===== src/rtl/mode_select_controller_pkg.sv =====
// Shared mode encodings, LED mapping and pulse bundle for mode_select_controller.
// Replaces the mode_select_defines.vh header with a package.
package mode_select_controller_pkg;

  typedef enum logic [2:0] {
    MODE_RESET   = 3'd0,
    MODE_NEXT    = 3'd1,
    MODE_REWIND  = 3'd2,
    MODE_FF      = 3'd3,
    MODE_DISPLAY = 3'd4
  } mode_e;

  localparam mode_e MODE_HOME = MODE_NEXT;
  localparam int    NUM_MODES = 5;

  typedef struct packed {
    logic soft_reset;
    logic next;
    logic rewind;
    logic ff;
    logic display;
  } pulse_t;

  function automatic logic [NUM_MODES-1:0] mode_onehot(input mode_e m);
    logic [NUM_MODES-1:0] oh;
    oh = '0;
    if (m <= MODE_DISPLAY) oh[m] = 1'b1;
    return oh;
  endfunction

  function automatic mode_e mode_advance(input mode_e m);
    logic [2:0] nxt;
    nxt = m;
    if (m == MODE_DISPLAY) nxt = MODE_RESET;
    else                   nxt = nxt + 3'd1;
    return mode_e'(nxt);
  endfunction

endpackage


===== src/rtl/mode_select_controller_if.sv =====
// Button-side inputs and player-side outputs of the mode select controller.
interface mode_select_controller_if;
  import mode_select_controller_pkg::*;

  logic                 control_pulse;
  logic                 action_pulse;
  logic                 action_level;
  logic [2:0]           mode;
  logic [NUM_MODES-1:0] mode_leds;
  logic                 soft_reset;
  logic                 next_pulse;
  logic                 rewind_pulse;
  logic                 ff_pulse;
  logic                 display_pulse;

  modport master (
    output control_pulse, action_pulse, action_level,
    input  mode, mode_leds, soft_reset, next_pulse, rewind_pulse, ff_pulse, display_pulse
  );

  modport slave (
    input  control_pulse, action_pulse, action_level,
    output mode, mode_leds, soft_reset, next_pulse, rewind_pulse, ff_pulse, display_pulse
  );

endinterface


===== src/rtl/mode_select_controller_hold_timer.sv =====
// Saturating up-counter with clear and enable; term_o flags the single cycle
// in which an enabled count sits at LIMIT-1.
module hold_timer #(
  parameter int TIMER_W = 32,
  parameter int LIMIT   = 8
) (
  input  logic clk,
  input  logic reset,
  input  logic clear_i,
  input  logic en_i,
  output logic term_o
);

  localparam logic [TIMER_W-1:0] TermCount = TIMER_W'(LIMIT - 1);

  logic [TIMER_W-1:0] count_q, count_d;

  always_ff @(posedge clk or posedge reset) begin
    if (reset) count_q <= '0;
    else       count_q <= count_d;
  end

  // Counting continues past the terminal value so the flag cannot repeat,
  // but stops at all-ones instead of wrapping.
  always_comb begin
    count_d = count_q;
    if (clear_i)                    count_d = '0;
    else if (en_i && count_q != '1) count_d = count_q + TIMER_W'(1);
  end

  assign term_o = en_i && !clear_i && (count_q == TermCount);

endmodule


===== src/rtl/mode_select_controller.sv =====
// Routes the shared action button to one of five functions chosen by the control button.
// Optional idle return-to-home is enabled by defining MODE_TIMEOUT_EN.
module mode_select_controller
  import mode_select_controller_pkg::*;
#(
  parameter int TIMER_W           = 32,
  parameter int RESET_HOLD_CYCLES = 100_000_000,
  parameter int TIMEOUT_CYCLES    = 500_000_000
) (
  input  logic                     clk,
  input  logic                     reset,
  mode_select_controller_if.slave  bus
);

  mode_e                mode_q, mode_d;
  logic [NUM_MODES-1:0] leds_q, leds_d;
  pulse_t               pulse_q, pulse_d;
  logic                 hold_latch_q, hold_latch_d;

  logic mode_legal;
  logic hold_en;
  logic hold_clear;
  logic hold_term;
  logic idle_term;

  assign mode_legal = (mode_q <= MODE_DISPLAY);
  assign hold_en    = (mode_q == MODE_RESET) && bus.action_level;
  assign hold_clear = !hold_en || bus.control_pulse;

  hold_timer #(
    .TIMER_W (TIMER_W),
    .LIMIT   (RESET_HOLD_CYCLES)
  ) u_hold_timer (
    .clk     (clk),
    .reset   (reset),
    .clear_i (hold_clear),
    .en_i    (hold_en),
    .term_o  (hold_term)
  );

`ifdef MODE_TIMEOUT_EN
  logic idle_clear;

  // Sitting at home is never "idle"; any button activity restarts the count.
  assign idle_clear = bus.control_pulse || bus.action_pulse || bus.action_level ||
                      (mode_q == MODE_HOME);

  hold_timer #(
    .TIMER_W (TIMER_W),
    .LIMIT   (TIMEOUT_CYCLES)
  ) u_idle_timer (
    .clk     (clk),
    .reset   (reset),
    .clear_i (idle_clear),
    .en_i    (1'b1),
    .term_o  (idle_term)
  );
`else
  assign idle_term = 1'b0;
`endif

  always_ff @(posedge clk or posedge reset) begin
    if (reset) begin
      mode_q       <= MODE_HOME;
      leds_q       <= mode_onehot(MODE_HOME);
      pulse_q      <= '0;
      hold_latch_q <= 1'b0;
    end else begin
      mode_q       <= mode_d;
      leds_q       <= leds_d;
      pulse_q      <= pulse_d;
      hold_latch_q <= hold_latch_d;
    end
  end

  // Actions decode against the current mode, so a coincident control press
  // still delivers the action to the mode being left.
  always_comb begin
    mode_d       = mode_q;
    pulse_d      = '0;
    hold_latch_d = hold_latch_q;

    if (!mode_legal)            mode_d = MODE_HOME;
    else if (bus.control_pulse) mode_d = mode_advance(mode_q);
    else if (idle_term)         mode_d = MODE_HOME;

    if (bus.action_pulse) begin
      case (mode_q)
        MODE_NEXT:    pulse_d.next    = 1'b1;
        MODE_REWIND:  pulse_d.rewind  = 1'b1;
        MODE_FF:      pulse_d.ff      = 1'b1;
        MODE_DISPLAY: pulse_d.display = 1'b1;
        default:      ;
      endcase
    end

    pulse_d.soft_reset = hold_term && !hold_latch_q;

    if (!bus.action_level) hold_latch_d = 1'b0;
    else if (hold_term)    hold_latch_d = 1'b1;

    leds_d = mode_onehot(mode_d);
  end

  assign bus.mode          = mode_q;
  assign bus.mode_leds     = leds_q;
  assign bus.soft_reset    = pulse_q.soft_reset;
  assign bus.next_pulse    = pulse_q.next;
  assign bus.rewind_pulse  = pulse_q.rewind;
  assign bus.ff_pulse      = pulse_q.ff;
  assign bus.display_pulse = pulse_q.display;

endmodule


===== src/flat_wrapper.sv =====
// flat-port wrapper written by rule: the top's interface ports become plain ports
module mode_select_controller_flat import mode_select_controller_pkg::*;
#(
  parameter int TIMER_W           = 32,
  parameter int RESET_HOLD_CYCLES = 100_000_000,
  parameter int TIMEOUT_CYCLES    = 500_000_000
)
  (clk, reset, bus_control_pulse, bus_action_pulse, bus_action_level, bus_mode, bus_mode_leds, bus_soft_reset, bus_next_pulse, bus_rewind_pulse, bus_ff_pulse, bus_display_pulse);
  mode_select_controller_if bus_i ();
  input  logic clk;
  input  logic reset;
  input wire logic [$bits(bus_i.control_pulse)-1:0] bus_control_pulse;
  input wire logic [$bits(bus_i.action_pulse)-1:0] bus_action_pulse;
  input wire logic [$bits(bus_i.action_level)-1:0] bus_action_level;
  output wire logic [$bits(bus_i.mode)-1:0] bus_mode;
  output wire logic [$bits(bus_i.mode_leds)-1:0] bus_mode_leds;
  output wire logic [$bits(bus_i.soft_reset)-1:0] bus_soft_reset;
  output wire logic [$bits(bus_i.next_pulse)-1:0] bus_next_pulse;
  output wire logic [$bits(bus_i.rewind_pulse)-1:0] bus_rewind_pulse;
  output wire logic [$bits(bus_i.ff_pulse)-1:0] bus_ff_pulse;
  output wire logic [$bits(bus_i.display_pulse)-1:0] bus_display_pulse;
  assign bus_i.control_pulse = bus_control_pulse;
  assign bus_i.action_pulse = bus_action_pulse;
  assign bus_i.action_level = bus_action_level;
  assign bus_mode = bus_i.mode;
  assign bus_mode_leds = bus_i.mode_leds;
  assign bus_soft_reset = bus_i.soft_reset;
  assign bus_next_pulse = bus_i.next_pulse;
  assign bus_rewind_pulse = bus_i.rewind_pulse;
  assign bus_ff_pulse = bus_i.ff_pulse;
  assign bus_display_pulse = bus_i.display_pulse;
  mode_select_controller #(.TIMER_W(TIMER_W), .RESET_HOLD_CYCLES(RESET_HOLD_CYCLES), .TIMEOUT_CYCLES(TIMEOUT_CYCLES)) u_core (.clk(clk), .reset(reset), .bus(bus_i));
endmodule

===== config.mk =====
export PLATFORM = sky130hd
export DESIGN_NAME = mode_select_controller_flat
export DESIGN_NICKNAME = d
export VERILOG_FILES = /design/src/rtl/mode_select_controller_pkg.sv /design/src/rtl/mode_select_controller_if.sv /design/src/rtl/mode_select_controller_hold_timer.sv /design/src/rtl/mode_select_controller.sv /design/src/flat_wrapper.sv
export SDC_FILE = /design/constraint.sdc
export NUM_CORES = 1
export LEC_CHECK = 0
export BUFFER_PORTS_ARGS = -buffer_cell sky130_fd_sc_hd__clkbuf_2
export CAP_MARGIN = 10
export CORE_AREA = 4 4 98 100
export CTS_BUF_LIST = sky130_fd_sc_hd__clkbuf_16
export DETAILED_ROUTE_END_ITERATION = 16
export DIE_AREA = 0 0 102 104
export PLACE_DENSITY = 0.53
export RECOVER_POWER = 100
export SLEW_MARGIN = 25
export SYNTH_ARGS = -nofsm -noshare
export SYNTH_HDL_FRONTEND = slang
export SYNTH_SLANG_ARGS = --single-unit

===== constraint.sdc =====
create_clock -name clk -period 3.3 [get_ports clk]
set_input_delay 0.66 -clock clk [delete_from_list [all_inputs] [get_ports clk]]
set_output_delay 0.66 -clock clk [all_outputs]
set_load 0.05 [all_outputs]

# Yosys cells after proc, flatten, opt, wreduce, memory -nomap -nowiden
# Cells that the tools add are included.
[word_totals]
regBits = 46
input_bits = 5
out_inout_bits = 13
wordCells = 49
[op_classes]
add_sub_neg = 2
order_cmp = 4
eq_ne = 7
muxes = 15
n_reduce_logical = 12
[ops]
columns = ["operator", "n"]
rows = [
  ["$mux W32", 2],
  ["$add A32 B1 Y32 const B", 1],
  ["$eq A32 B27 Y1 const B", 1],
  ["$ne A32 B32 Y1 const B", 1],
  ["$mux W3", 3],
  ["$mux W1", 7],
  ["$eq A3 B2 Y1 const B", 2],
  ["$le A3 B3 Y1 const B", 2],
  ["$logic_and A1 B1 Y1", 6],
  ["$mux W5", 1],
  ["$lt A3 B4 Y1 const B", 1],
  ["$mux W4", 1],
  ["$add A3 B1 Y3 const B", 1],
  ["$demux W1 S3", 1],
  ["$eq A3 B1 Y1 const B", 1],
  ["$eq A3 B3 Y1 const B", 1],
  ["$ge A3 B1 Y1 const B", 1],
  ["$logic_not A1 Y1", 3],
  ["$logic_not A3 Y1", 1],
  ["$ne A2 B1 Y1 const B", 1],
  ["$reduce_bool A2 Y1", 1],
  ["$logic_or A1 B1 Y1", 1],
]

# Depth between registers and ports, before layout
[depth]
depth_word = 9
ltp_mapped = 9
mapped_depth_nobuf = 7

# Cells and area by module
# Synthesis repeated with hierarchy kept, for this count alone.
[hier_totals]
hier_cells = 262
hier_area_um2 = 2593.7
[modules_own_cells]
columns = ["module", "n_inst", "cells_each", "area_each_um2", "seq_area_each_um2"]
rows = [
  ["hold_timer", 1, 209, 1925.6, 800.8],
  ["mode_select_controller", 1, 53, 668.1, 352.8],
]

# Least setup slack after synthesis
# Ideal clock, no wire load.
[synth_timing]
kind = "reg-to-reg"
start = "register u_core.mode_q[0] (netlist: u_core.bus.mode[0])"
end = "register u_core.u_hold_timer.count_q[21]"
setup_ns = 0.078
arrival_ns = 2.205
required_ns = 3.222
setup_slack_ns = 1.017
stages_incl_launch_ff = 9
path_buffers = 1
period_less_slack_ns = 2.283
cell_sequence = "dfstp_2 -> inv_1 -> ha_1 -> nand4bb_4 -> nor3_1 -> buf_2 -> a311oi_2 -> or3b_1 -> a21oi_1"
[synth_via]
elab_chain_len = 5
word_cells_on_any_way = 7
cone_classes = "mux (1); reduce/logical (6)"
[synth_lines]
columns = ["item", "line_no", "rtl"]
rows = [
  ["from (decl)", "mode_select_controller.sv:15", "mode_e mode_q, mode_d;"],
  ["from (signal assigned)", "mode_select_controller.sv:69", "mode_q <= mode_d;"],
  ["$logic_not A3 Y1 *", "mode_select_controller.sv:27", "assign hold_en = (mode_q == MODE_RESET) && bus.action_level;"],
  ["$logic_and A1 B1 Y1 *", "mode_select_controller.sv:27", ""],
  ["$logic_not A1 Y1", "mode_select_controller.sv:28", "assign hold_clear = !hold_en || bus.control_pulse;"],
  ["$logic_or A1 B1 Y1", "mode_select_controller.sv:28", ""],
  ["$mux W32 / $reduce_bool A2 Y1 (equally long branches)", "n/a", ""],
  ["to (signal assigned)", "mode_select_controller_hold_timer.sv:20", "else count_q <= count_d;"],
  ["to (decl)", "mode_select_controller_hold_timer.sv:16", "logic [TIMER_W-1:0] count_q, count_d;"],
]
# Mark *: on every way between the ends. The rest lies on a longest branch, timed or not.
# A chain may end at the register's enable or synchronous reset.

# Final worst setup path
# Ends and elaborated chain as after synthesis.

==> metrics.yaml <==
setup_path:
  critPathSlowestCell: "a311oi_1"
  reg2regPathDepth: 8
  crit_arrival_ns: 2.98
  slowest_delay_ns: 0.67
  r2r_slack_ns: 0.53
  worstReg2RegStart: "u_core.bus.mode[0]"
  path_cells: "inv_1 > ha_1 > nand4bb_4 > nor3_1 > clkbuf_1 > a311oi_1 > or3b_1 > a21oi_1"
  worstPathRequired_ns: 3.52
  setup.worst_path.end_class: "flop"
  startpoint_type: "flop"
  crit_type: "flop to flop"
  r2r-end: "u_core.u_hold_timer.count_q[21]"
  cp_max_fo: 11
routing:
  vias_per_cell: 5.38
  wl_mm: 6.14
  routedWlPerCell_um: 15.8
  firstDrtPassIters: 4
  drtIter0Drc: 105
  dr_total_vias: 2086
  drtAntennaViolNets: 0
  drc: 0
synthesis:
  synth_warnings: 0
  synthArstFlopShare_pct: 100
  yosys_register_bits: 46
  syn-instance-count: 261
  netlist_area_um2: 2570
  synth_ff_type: "dfrtp_1"
  mappedNetlistNets: 272
  ys_types: 51
  avgSynthCellArea_um2: 9.86
  seq_area_frac_synth_pct: 44.8
  synth_edf_count: 0
timing:
  worstMarginPinSlew_ns: 2.08
  slew_violations: 47
  final-setup-viol-count: 0
  maxSlewHeadroom_pct: -39.2
  rsz0062_at_grt: "no"
  tns_ns: 0
  finalCritPeriodShare_pct: 83.8
  fmax_mhz: 361
  skew_ns: 0.00637
  finalHoldViolations: 0
  post-route-min-period_ns: 2.77
min_path:
  min_from: "u_core.hold_latch_q"
  hold_path_depth: 1
  hold_path_class: "flop to flop"
  min_to: "u_core.bus.soft_reset"
layout:
  area_growth_pct: 10.8
  multi_input_area_um2: 1300
  fill_cells: 949
  antennaDiodeCount: 0
  ff_latch_area_um2: 1150
  final_nets: 290
  postLayoutCoreUtil_pct: 32.9
  final_common_cell: "dfrtp_1"
  final_cell_mix: "44 x dfrtp_1, 27 x nor2_1, 22 x nand2_1, 15 x clkbuf_1, 14 x nand3_1"
  drive_above_1_share_pct: 8.93
  finalNonFillerCells: 388
floorplan:
  start_util_pct: 29.7
  ioPinCount: 18
  fp.coreArea_um2: 8680
  die_area_um2: 10600
  dieHeight_um: 104
  rows: 34
  die_w_um: 102
global_routing:
  grt_pass1_wl_mm: 10.8
  grt_max_degree: 47
  grt_pass1_vias: 2116
  antenna_found_initial: 0
  grt_overflow: 0
  grt_use_total_pct: 12.7
power:
  powerDensity_nw_per_um2: 558
  p_leak_nw: 1.15
  vdd_drop_max_mv: 0.371
  power.total_w: 0.00159
placed_design:
  globalplace.congestion: 0.900
  dp_cells: 380
  dpl.hpwl_mm: 4.32
  io_buffers: 17
clock_network:
  ctsResizeCount: 0
  clk_latency_ns: 0.29
  postCtsSetupBuffers: 0
  cts_made_buffers: 5
  cts.sinks: 46
  root_buffer: "clkbuf_16"
  clk_path_buf_depth: 2
  ctsHtreeMaxLevel: 2
  clkSlewWorstSetupHoldPaths_ns: 0.07
  cts.hold.buffers_added: 0
  cts_tree: "built"
outcome:
  violations: "max-capacitance violations, max-slew violations"
  status: "complete, but fails checks"
job:
  drv_cap: 1
==> cell type report <==
cell class	instances	share of cell area, %
inverters	7	0.965
flip-flops and latches	46	40.4
repair buffers	21	3.29
multi-input cells	198	45.7
well taps	108	4.74
clock inverters	3	0.482
clock buffers	5	4.39
==> kinds of logic (layout without fill, tap and decap cells) <==
logic type	count (synthesis)	count (layout)	synth area share [%]
AND/OR/NAND/NOR	129	129	31.1
flip-flops	46	46	44.8
adder cells (fa/ha/maj)	6	6	2.92
XOR/XNOR	13	13	4.42
multiplexers	3	3	1.17
buffers and inverters	17	36	3.01
AO/OA/AOI/OAI	47	47	12.6
==> cells in the mapped netlist (all sizes together), types with 4 or more instances <==
cell type,number,area [um^2]
a21oi,13,65.1
o21ai,8,40.0
nor2,27,101
and3,11,70.1
clkbuf,6,22.5
o31ai,7,52.6
nand3,14,70.1
inv,7,26.3
buf,4,28.8
ha,6,75.1
and2,5,31.3
nand2,22,82.6
nor4,5,82.6
dfrtp,44,1100
or4,7,52.6
or3,5,36.3
nor3,4,20.0
xor2,4,35.0
xnor2,9,78.8
nand4,15,124
a31oi,5,31.3
==> worst max path at each step <==
| stage | to | cells after the start | start | slack (ns) |
|---|---|---|---|---|
| 3_5_place_dp | u_core.u_hold_timer.count_q[26] | 6 | bus_control_pulse | 0.87 |
| 2_1_floorplan | u_core.u_hold_timer.count_q[21] | 8 | u_core.bus.mode[0] | 1.02 |
| 5_1_grt | u_core.u_hold_timer.count_q[21] | 8 | u_core.bus.mode[0] | 0.34 |
| 6_report | u_core.u_hold_timer.count_q[21] | 8 | u_core.bus.mode[0] | 0.53 |
| 3_3_place_gp | u_core.u_hold_timer.count_q[22] | 6 | bus_control_pulse | 0.88 |
| 4_1_cts | u_core.u_hold_timer.count_q[9] | 8 | u_core.bus.mode[0] | 0.87 |
==> layer usage <==
| metal | vias to the layer above | global-route usage (%) | wire (um) |
|---|---|---|---|
| li1 | 1005 | - | - |
| met1 | 1026 | 17.3 | 3000 |
| met2 | 51 | 19.3 | 2840 |
| met3 | 4 | 3.96 | 248 |
| met4 | 0 | 3.37 | 48 |
| met5 | - | 0 | 0 |
==> per-stage QoR <==
step,hold WS (ns),cell area [um^2],setup WS (ns)
3_5_place_dp,0.432,2770,0.873
5_1_grt,0.475,2850,0.342
3_3_place_gp,0.416,2770,0.878
4_1_cts,0.437,2910,0.867
2_1_floorplan,0.403,2570,1.02
6_report,0.429,2850,0.533
==> registers in the layout, summed over array words and instances (netlist names) <==
name	count
u_core.bus.rewind_pulse	1
u_core.bus.mode_leds	5
u_core.u_hold_timer.count_q	32
u_core.hold_latch_q	1
u_core.bus.ff_pulse	1
u_core.bus.mode	3
u_core.bus.next_pulse	1
u_core.bus.display_pulse	1
u_core.bus.soft_reset	1
==> worst max-delay path: cells and delay by family (launching register included) <==
kind	cells	cell delay (ns)
AOI/OAI and AO/OA	2	0.81
adders and majority gates	1	0.28
and+or+nand+nor	3	0.67
buffers and inverters	2	0.34
DFF	1	0.60
==> power by group <==
group	switching, W	total, W	internal, W
clock network	0.000208	0.000483	0.000275
logic	0.000340	0.000446	0.000106
registers	0.0000399	0.000664	0.000624
Power figures use the tool's default switching activity.
